### src/rtl/video_timing.sv
// video_timing: 640x480@60 Hz raster generator with a 256x240 game window,
// pixel-doubled 2x in both axes. All outputs are registered and decoded from
// the counter state being loaded, so every output refers to the (h,v) that
// the counters hold in the same cycle.
module video_timing #(
  parameter int H_OFFSET = 64,
  parameter int V_OFFSET = 0
) (
  input  logic       gpu_clk,
  input  logic       rst,
  output logic [7:0] current_x,
  output logic [7:0] current_y,
  output logic [8:0] next_x,
  output logic [8:0] next_y,
  output logic       hsync,
  output logic       vsync,
  output logic       visible,
  output logic       in_window,
  output logic       frame_start,
  output logic       vblank_start
);

  // Raster geometry (800 x 525 total, 640 x 480 active).
  localparam logic [9:0] H_LAST      = 10'd799;
  localparam logic [9:0] H_VIS_END   = 10'd640;
  localparam logic [9:0] H_SYNC_BEG  = 10'd656;
  localparam logic [9:0] H_SYNC_END  = 10'd752;
  localparam logic [9:0] V_LAST      = 10'd524;
  localparam logic [9:0] V_VIS_END   = 10'd480;
  localparam logic [9:0] V_SYNC_BEG  = 10'd490;
  localparam logic [9:0] V_SYNC_END  = 10'd492;

  // Game window bounds; the upper bounds are exclusive and carry an extra
  // bit so an offset near the end of the raster cannot wrap the compare.
  localparam logic [10:0] H_WIN_BEG   = 11'(H_OFFSET);
  localparam logic [10:0] H_WIN_END   = 11'(H_OFFSET + 512);
  localparam logic [10:0] V_WIN_BEG   = 11'(V_OFFSET);
  localparam logic [10:0] V_WIN_END   = 11'(V_OFFSET + 480);
  localparam logic [9:0]  H_WIN_BEG10 = 10'(H_OFFSET);
  localparam logic [9:0]  V_WIN_BEG10 = 10'(V_OFFSET);

  // Counter state, its next value, and the value one step beyond that
  // (needed because next_* describe the position after the one being loaded).
  logic [9:0] h_q, v_q;
  logic [9:0] h_d, v_d;
  logic [9:0] h_dd, v_dd;

  logic       hsync_q, vsync_q, visible_q, in_window_q;
  logic       frame_start_q, vblank_start_q;
  logic [7:0] current_x_q, current_y_q;
  logic [8:0] next_x_q, next_y_q;

  // One raster step: h wraps at 799 and carries into v, which wraps at 524.
  function automatic logic [19:0] advance(input logic [9:0] h, input logic [9:0] v);
    if (h == H_LAST) begin
      return {10'd0, (v == V_LAST) ? 10'd0 : v + 10'd1};
    end
    return {h + 10'd1, v};
  endfunction

  function automatic logic h_in_win(input logic [9:0] h);
    return ({1'b0, h} >= H_WIN_BEG) && ({1'b0, h} < H_WIN_END);
  endfunction

  function automatic logic v_in_win(input logic [9:0] v);
    return ({1'b0, v} >= V_WIN_BEG) && ({1'b0, v} < V_WIN_END);
  endfunction

  // Game coordinate is bits [8:1] of the offset-relative raster position;
  // forced to 0 when the axis lies outside the window.
  function automatic logic [7:0] game_x(input logic [9:0] h);
    return h_in_win(h) ? 8'((h - H_WIN_BEG10) >> 1) : 8'd0;
  endfunction

  function automatic logic [7:0] game_y(input logic [9:0] v);
    return v_in_win(v) ? 8'((v - V_WIN_BEG10) >> 1) : 8'd0;
  endfunction

  // Prefetch encoding: bit 8 flags an out-of-window axis.
  function automatic logic [8:0] prefetch_x(input logic [9:0] h);
    return h_in_win(h) ? {1'b0, game_x(h)} : 9'h100;
  endfunction

  function automatic logic [8:0] prefetch_y(input logic [9:0] v);
    return v_in_win(v) ? {1'b0, game_y(v)} : 9'h100;
  endfunction

  assign {h_d, v_d}   = advance(h_q, v_q);
  assign {h_dd, v_dd} = advance(h_d, v_d);

  // Counters and every output flop; outputs decode the position being loaded.
  always_ff @(posedge gpu_clk) begin
    // NOTE: all state uses non-blocking assignments so every flop samples the
    // pre-edge values; reset is synchronous, so it lives inside this block.
    if (rst) begin
      h_q            <= 10'd0;
      v_q            <= 10'd0;
      hsync_q        <= 1'b1;
      vsync_q        <= 1'b1;
      visible_q      <= 1'b1;
      in_window_q    <= h_in_win(10'd0) && v_in_win(10'd0);
      current_x_q    <= game_x(10'd0);
      current_y_q    <= game_y(10'd0);
      next_x_q       <= prefetch_x(10'd1);
      next_y_q       <= prefetch_y(10'd0);
      frame_start_q  <= 1'b0;
      vblank_start_q <= 1'b0;
    end else begin
      h_q            <= h_d;
      v_q            <= v_d;
      hsync_q        <= !((h_d >= H_SYNC_BEG) && (h_d < H_SYNC_END));
      vsync_q        <= !((v_d >= V_SYNC_BEG) && (v_d < V_SYNC_END));
      visible_q      <= (h_d < H_VIS_END) && (v_d < V_VIS_END);
      in_window_q    <= (h_d < H_VIS_END) && (v_d < V_VIS_END)
                        && h_in_win(h_d) && v_in_win(v_d);
      current_x_q    <= game_x(h_d);
      current_y_q    <= game_y(v_d);
      next_x_q       <= prefetch_x(h_dd);
      next_y_q       <= prefetch_y(v_dd);
      frame_start_q  <= (h_d == 10'd0) && (v_d == 10'd0);
      vblank_start_q <= (h_d == 10'd0) && (v_d == V_VIS_END);
    end
  end

  assign current_x    = current_x_q;
  assign current_y    = current_y_q;
  assign next_x       = next_x_q;
  assign next_y       = next_y_q;
  assign hsync        = hsync_q;
  assign vsync        = vsync_q;
  assign visible      = visible_q;
  assign in_window    = in_window_q;
  assign frame_start  = frame_start_q;
  assign vblank_start = vblank_start_q;

endmodule

### config.mk
export PLATFORM = sky130hd
export DESIGN_NAME = video_timing
export DESIGN_NICKNAME = d
export VERILOG_FILES = /design/src/rtl/video_timing.sv
export SDC_FILE = /design/constraint.sdc
export NUM_CORES = 1
export LEC_CHECK = 0
export CAP_MARGIN = 15
export CORE_ASPECT_RATIO = 1.25
export CORE_UTILIZATION = 55
export DETAILED_ROUTE_END_ITERATION = 10
export PLACE_DENSITY_LB_ADDON = 0.2
export RECOVER_POWER = 100
export SETUP_SLACK_MARGIN = 0.5
export SLEW_MARGIN = 30
export SYNTH_ARGS = -nofsm -noshare
export SYNTH_HDL_FRONTEND = slang
export SYNTH_SLANG_ARGS = --single-unit
### constraint.sdc
create_clock -name gpu_clk -period 4.91 [get_ports gpu_clk]
set_input_delay 0.982 -clock gpu_clk [delete_from_list [all_inputs] [get_ports gpu_clk]]
set_output_delay 0.982 -clock gpu_clk [all_outputs]
set_load 0.005 [all_outputs]
# Word level (Yosys, flattened, before mapping)
# Index checks and enable logic that the tools add are counted.
[totals]
regBits = 60
input_bits = 2
out_inout_bits = 40
elab_cells = 68
[classes]
add_sub_neg = 6
n_lt_le_gt_ge = 12
n_eq_ne = 5
mux = 10
bitwise_logic = 4
n_reduce_logical = 17
[op_table]
columns = ["operator", "n"]
rows = [
  ["$mux W20", 4],
  ["$add A10 B1 Y10 const B", 4],
  ["$eq A10 B10 Y1 const B", 4],
  ["$lt A10 B10 Y1 const B", 4],
  ["$lt A10 B9 Y1 const B", 4],
  ["$ge A10 B7 Y1 const B", 2],
  ["$logic_not A10 Y1", 2],
  ["$mux W10", 2],
  ["$mux W9", 2],
  ["$sub A9 B7 Y9 const B", 2],
  ["$eq A10 B9 Y1 const B", 1],
  ["$ge A10 B10 Y1 const B", 1],
  ["$ge A10 B9 Y1 const B", 1],
  ["$logic_and A1 B1 Y1", 9],
  ["$reduce_or A2 Y1", 4],
  ["$not A1 Y1", 4],
  ["$logic_not A1 Y1", 2],
  ["$mux W1", 2],
]

# Depth between registers and ports, before layout
[depth]
ltp_word = 12
depth_mapped = 18
depth_no_buf = 15

# Least setup slack after synthesis
# OpenSTA, ideal clock, no wires.
[synth_path]
kind = "flip-flop to flip-flop"
start = "register h_q[1]"
end = "register next_x_q[2], in the netlist next_x[2]"
arrival_ns = 3.664
required_time_ns = 4.818
slack_ns = 1.154
stages_incl_launch_ff = 19
path_buffers = 3
period_less_slack_ns = 3.756
cell_sequence = "dfxtp_1 > ha_1 > clkbuf_1 > and4_1 > a21boi_0 > or2_2 > inv_1 > ha_1 > o31a_1 > and3_1 > clkbuf_1 > or3_1 > ha_1 > nand2_1 > a221oi_1 > nor3_1 > a311o_1 > clkbuf_1 > nor4_1"
[synth_via]
elab_chain_cells = 10
elab_cells_between_ends = 14
classes_between = "add/sub (3); order compare (2); eq/ne (2); mux (4); bitwise (1); reduce/logical (2)"
[synth_lines]
columns = ["item", "line", "source"]
rows = [
  ["start, declared", "44", "logic [9:0] h_q, v_q;"],
  ["start signal, assigned", "96", "h_q <= 10'd0;"],
  ["start signal, assigned", "109", "h_q <= h_d;"],
  ["branches (longest 2 deep; another with $add A10 B1 Y10)", "--", ""],
  ["$mux W20 (*)", "58", "return {h + 10'd1, v};"],
  ["net h_d[6]", "45", "logic [9:0] h_d, v_d;"],
  ["branches (longest 2 deep; another with $add A10 B1 Y10)", "--", ""],
  ["$mux W20 (*)", "58", ""],
  ["$ge A10 B7 Y1 / $lt A10 B10 Y1 (equally long branches)", "62", "return ({1'b0, h} >= H_WIN_BEG) && ({1'b0, h} < H_WIN_END);"],
  ["$logic_and A1 B1 Y1", "62", ""],
  ["$not A1 Y1 (no line)", "--", ""],
  ["$reduce_or A2 Y1 (no line)", "--", ""],
  ["end signal, assigned", "104", "next_x_q <= prefetch_x(10'd1);"],
  ["end signal, assigned", "118", "next_x_q <= prefetch_x(h_dd);"],
  ["end, declared", "51", "logic [8:0] next_x_q, next_y_q;"],
]
# Mark *: on every way through the listed nets, which the timed path passes.
# A chain may end at the register's enable or synchronous reset.

# Worst setup path after layout
[layout_path]
start = "register h_q[0]"
end = "register next_x_q[2], in the netlist next_x[2]"
# The elaborated chain is that of the path after synthesis.

==> reports/metrics.sh <==
MET1_LENGTH_MM=3.09
P_TOTAL_mW=0.962
REMAINING_DRC_ERRORS=0
CELL_AREA_AFTER_SYNTHESIS_UM2=3210
POSTSYNTH.ASYNCRESETSHARE_PCT=0
INITIAL_UTILIZATION_PCT=58.2
POST_ROUTE_CELLS_DRIVE_ABOVE_1_SHARE_PCT=6.62
START_KIND='flop'
CRITPATHKIND='flop to flop'
TIMING_WORST_SLEW_PIN_VALUE_NS=1.51
WIRE_LENGTH_OF_THE_FIRST_GLOBAL_ROUTING_PASS_MM=13.0
WORSTPATHREQUIRED_NS=5.15
TIMING.SETUP.TNS_NS=0
YS_TYPES=63
SYNTH.FF_LATCH_COUNT=60
IO_PINS=42
ANTENNA_CELLS=0
MAXUSEDROUTINGLAYER='met4'
FINALCRITPERIODSHARE_PCT=88.6
MET2ROUTEDLENGTH_MM=4.24
DIE_WIDTH_UM=70.4
SYNTH-MAIN-FF-CELL='dfxtp_1'
MAX-CLOCK-PATH-BUFFERS=2
MAXCLOCKFREQUENCY_GHz=0.230
FIRST_PASS_ITERS=5
TIMING.HOLD.WORST.CLASS='flop to flop'
POST_CTS_RESIZE_COUNT=0
SYNTH.AVG_CELL_AREA_UM2=8.41
CTS_TREE='built'
WORST_SETUP_STARTPOINT='h_q[0]'
GRT_UTIL_ALL_LAYERS_PCT=27.2
GRT_START_MAX_NET_PINS=36
FINAL_MAX_SLEW_VIOL_COUNT=36
GRT_PASS1_VIAS=2717
FIN_WORST_SKEW_NS=0.00668
POST-CTS-SETUP-BUFFERS=0
PORTBUFFERS=41
AVGVIACOUNTPERCELL=6.07
CRITICAL_PATH.MAX_FANOUT=13
SETUP.REG_TO_REG.WORST_SLACK_NS=0.56
RUN_STATUS='complete, but fails checks'
POWER_PER_CELL_AREA_nW_PER_UM2=253
DRC_VIOLATION_TOTAL_AFTER_THE_FIRST_TRITONROUTE_ITERATION=215
FINALCRITICALPERIOD_NS=4.35
REG2REG_DEPTH=16
VIOLATIONS='max-capacitance violations, max-slew violations'
CLKSINKCOUNT=60
INSERTION_DELAY_NS=0.35
CLOCK_TREE.ROOT_CELL='clkbuf_8'
VIAS=2955
WORST-ENDPOINT-ARRIVAL_NS=4.59
CRIT_PATH_END='next_x[2]'
CTS-BUFFERS-INSERTED=9
POST_SYNTH_EDFFS=0
CTS_HOLD_REPAIR.BUFFERS=0
ANTENNA_VIOLATIONS_BEFORE_REPAIR=0
R2R_END='next_x[2]'
SYN-NUM-NETS=399
NUMBER_OF_CELL_ROWS=30
SYNTH_SEQUENTIAL_AREA_RATIO_PCT=37.4
AREA_OVERHEAD_VS_SYNTH_PCT=18.5
DIE-HEIGHT_UM=87.4
PLACE.DETAILED.HPWL_MM=5.78
NETS=435
P_LEAK_nW=1.42
GLOBALROUTE.TOTALOVERFLOW=0
GRT_SETUP_UNREPAIRED='false'
REPORT.FINAL.HOLD_VIOL_COUNT=0
SYNTHESIS.YOSYS.WARNINGS=0
CLK_TRANSITION_REPORTED_PATHS_NS=0.07
IR_WORST_VDD_mV=0.241
CTS-HTREE-LEVELS=3
HOLDWS_NS=0.687
FINALWEIGHTEDCONGESTION=0.883
ROUTED_WIRE_LENGTH_PER_INSTANCE_UM=16.4
ENDPOINT_KIND_OF_THE_WORST_SETUP_TIMING_PATH='flop'
MAX_CAP_VIOL_COUNT=1
ANTENNA_VIOLATING_NETS_LEFT=0
ROUTE.MET3.WL_UM=385
DESIGN.DIE.AREA_UM2=6150
PLACEABLECOREAREA_UM2=5520
SETUP_VIOLATIONS=0
R2R_START='h_q[0]'
TIMING.MAX_SLEW.REL_SLACK_PCT=-0.776
TIMING.HOLD.WORST_PATH_DEPTH=2
DETAIL_ROUTE.WIRELENGTH_MM=7.98
POST_SYNTH_INST_COUNT=382
cells in the mapped netlist, types with 4 or more instances:
master	n	area share, %
and2_1	5	0.97
nor2b_1	7	1.4
a21oi_1	10	1.6
nor2_1	50	5.8
dfxtp_1	60	37
nor3_1	23	3.6
o31a_1	4	1.1
inv_1	16	1.9
o21ai_0	10	1.6
nand4_1	7	1.4
clkbuf_1	16	1.9
a211oi_1	7	1.6
nand3b_1	6	1.4
nand3_1	16	2.5
nor4_1	8	1.6
a31oi_1	8	1.6
nand2b_1	4	0.78
or3_1	8	1.6
nand2_1	20	2.3
xnor2_1	17	4.6
and3_1	4	0.78
ha_1	15	5.8
cells in the final DEF, fill, tap and decap left out, drive strengths merged, types with 3 or more instances in the layout:
cell type | netlist | final
a21o | 3 | 3
nand3 | 16 | 16
a21oi | 10 | 10
a31oi | 8 | 8
nor4 | 9 | 9
nand2 | 20 | 20
dlygate4sd3 | 0 | 41
nand3b | 6 | 6
and3 | 4 | 4
nor2 | 51 | 51
inv | 16 | 16
buf | 5 | 3
and4 | 4 | 4
and2 | 5 | 5
or3 | 8 | 8
xnor2 | 17 | 17
nand4 | 7 | 7
or2 | 3 | 3
dfxtp | 60 | 60
xor2 | 3 | 3
o21ai | 11 | 11
clkbuf | 17 | 13
o31a | 4 | 4
o211ai | 3 | 3
clkinv | 0 | 4
nand2b | 4 | 4
ha | 15 | 15
nor3 | 24 | 24
a211oi | 7 | 7
nor2b | 7 | 7
worst max-delay path, cell delays in order, from the launching register on:
cell	delay (ns)
dfxtp_1	0.57
ha_1	0.44
nand4_1	0.14
clkbuf_1	0.28
nor3b_1	0.31
or2_2	0.21
inv_1	0.09
ha_1	0.22
o31a_1	0.14
and3_2	0.31
a21oi_1	0.27
ha_1	0.21
nand2_1	0.05
a221oi_1	0.22
nor3_1	0.10
a311o_1	0.43
nor4_1	0.24
cells by family (layout without fill, tap and decap cells):
family          after synthesis  in the layout  synth area share (%)
buf+inv                      38             79                  5.06
simple gates                180            180                  30.4
mux                           2              2                 0.662
xor+xnor                     20             20                  5.45
flops                        60             60                  37.4
compound gates               67             67                  15.2
fa+ha+maj                    15             15                  5.84
worst min-delay path by stage:
stage,from,to,slack (ns)
final,v_q[8],next_y[7],0.69
after global routing,v_q[8],next_y[7],0.72
after CTS,v_q[8],next_y[7],0.68
after detailed placement,v_q[9],v_q[9],0.67
after global placement,v_q[9],v_q[9],0.65
after floorplan,v_q[9],v_q[9],0.58
power breakdown:
part	internal (mW)	leakage (nW)	switching [mW]
registers	0.489	0.484	0.00537
clock network	0.234	0.0962	0.203
logic	0.0103	0.838	0.0202
total	0.733	1.42	0.229
layout make-up:
type | count | area (µm²)
clock inverter | 6 | 65.1
clock buffer | 10 | 128
fill | 446 | 1710
multi-input combinational | 284 | 1830
tap | 64 | 80.1
sequential | 60 | 1200
timing repair buffer | 47 | 444
inverter | 16 | 60.1
through the flow:
stage | setup WS, ns | area, µm² | util, % | instances
after detailed placement | 0.746 | 3640 | 66.1 | 471
final | 0.562 | 3810 | 69.0 | 487
after floorplan | 1.15 | 3210 | - | 382
after CTS | 0.678 | 3840 | 69.5 | 487
after global routing | 0.276 | 3810 | 69.0 | 487
after global placement | 1.01 | 3640 | 66.1 | 471
metal layers:
metal  global-route usage, %  vias up
li1                        -     1442
met1                    29.5     1396
met2                    49.8       93
met3                    5.79       24
met4                    13.3        0
met5                       0        -
flip-flops by register name (all words and copies together), names as in the netlist:
signal	count
next_x	9
in_window	1
frame_start	1
current_x	8
current_y	8
v_q	10
h_q	10
vsync	1
vblank_start	1
hsync	1
visible	1
next_y	9
Note: power is estimated with default switching activity, not from simulation.
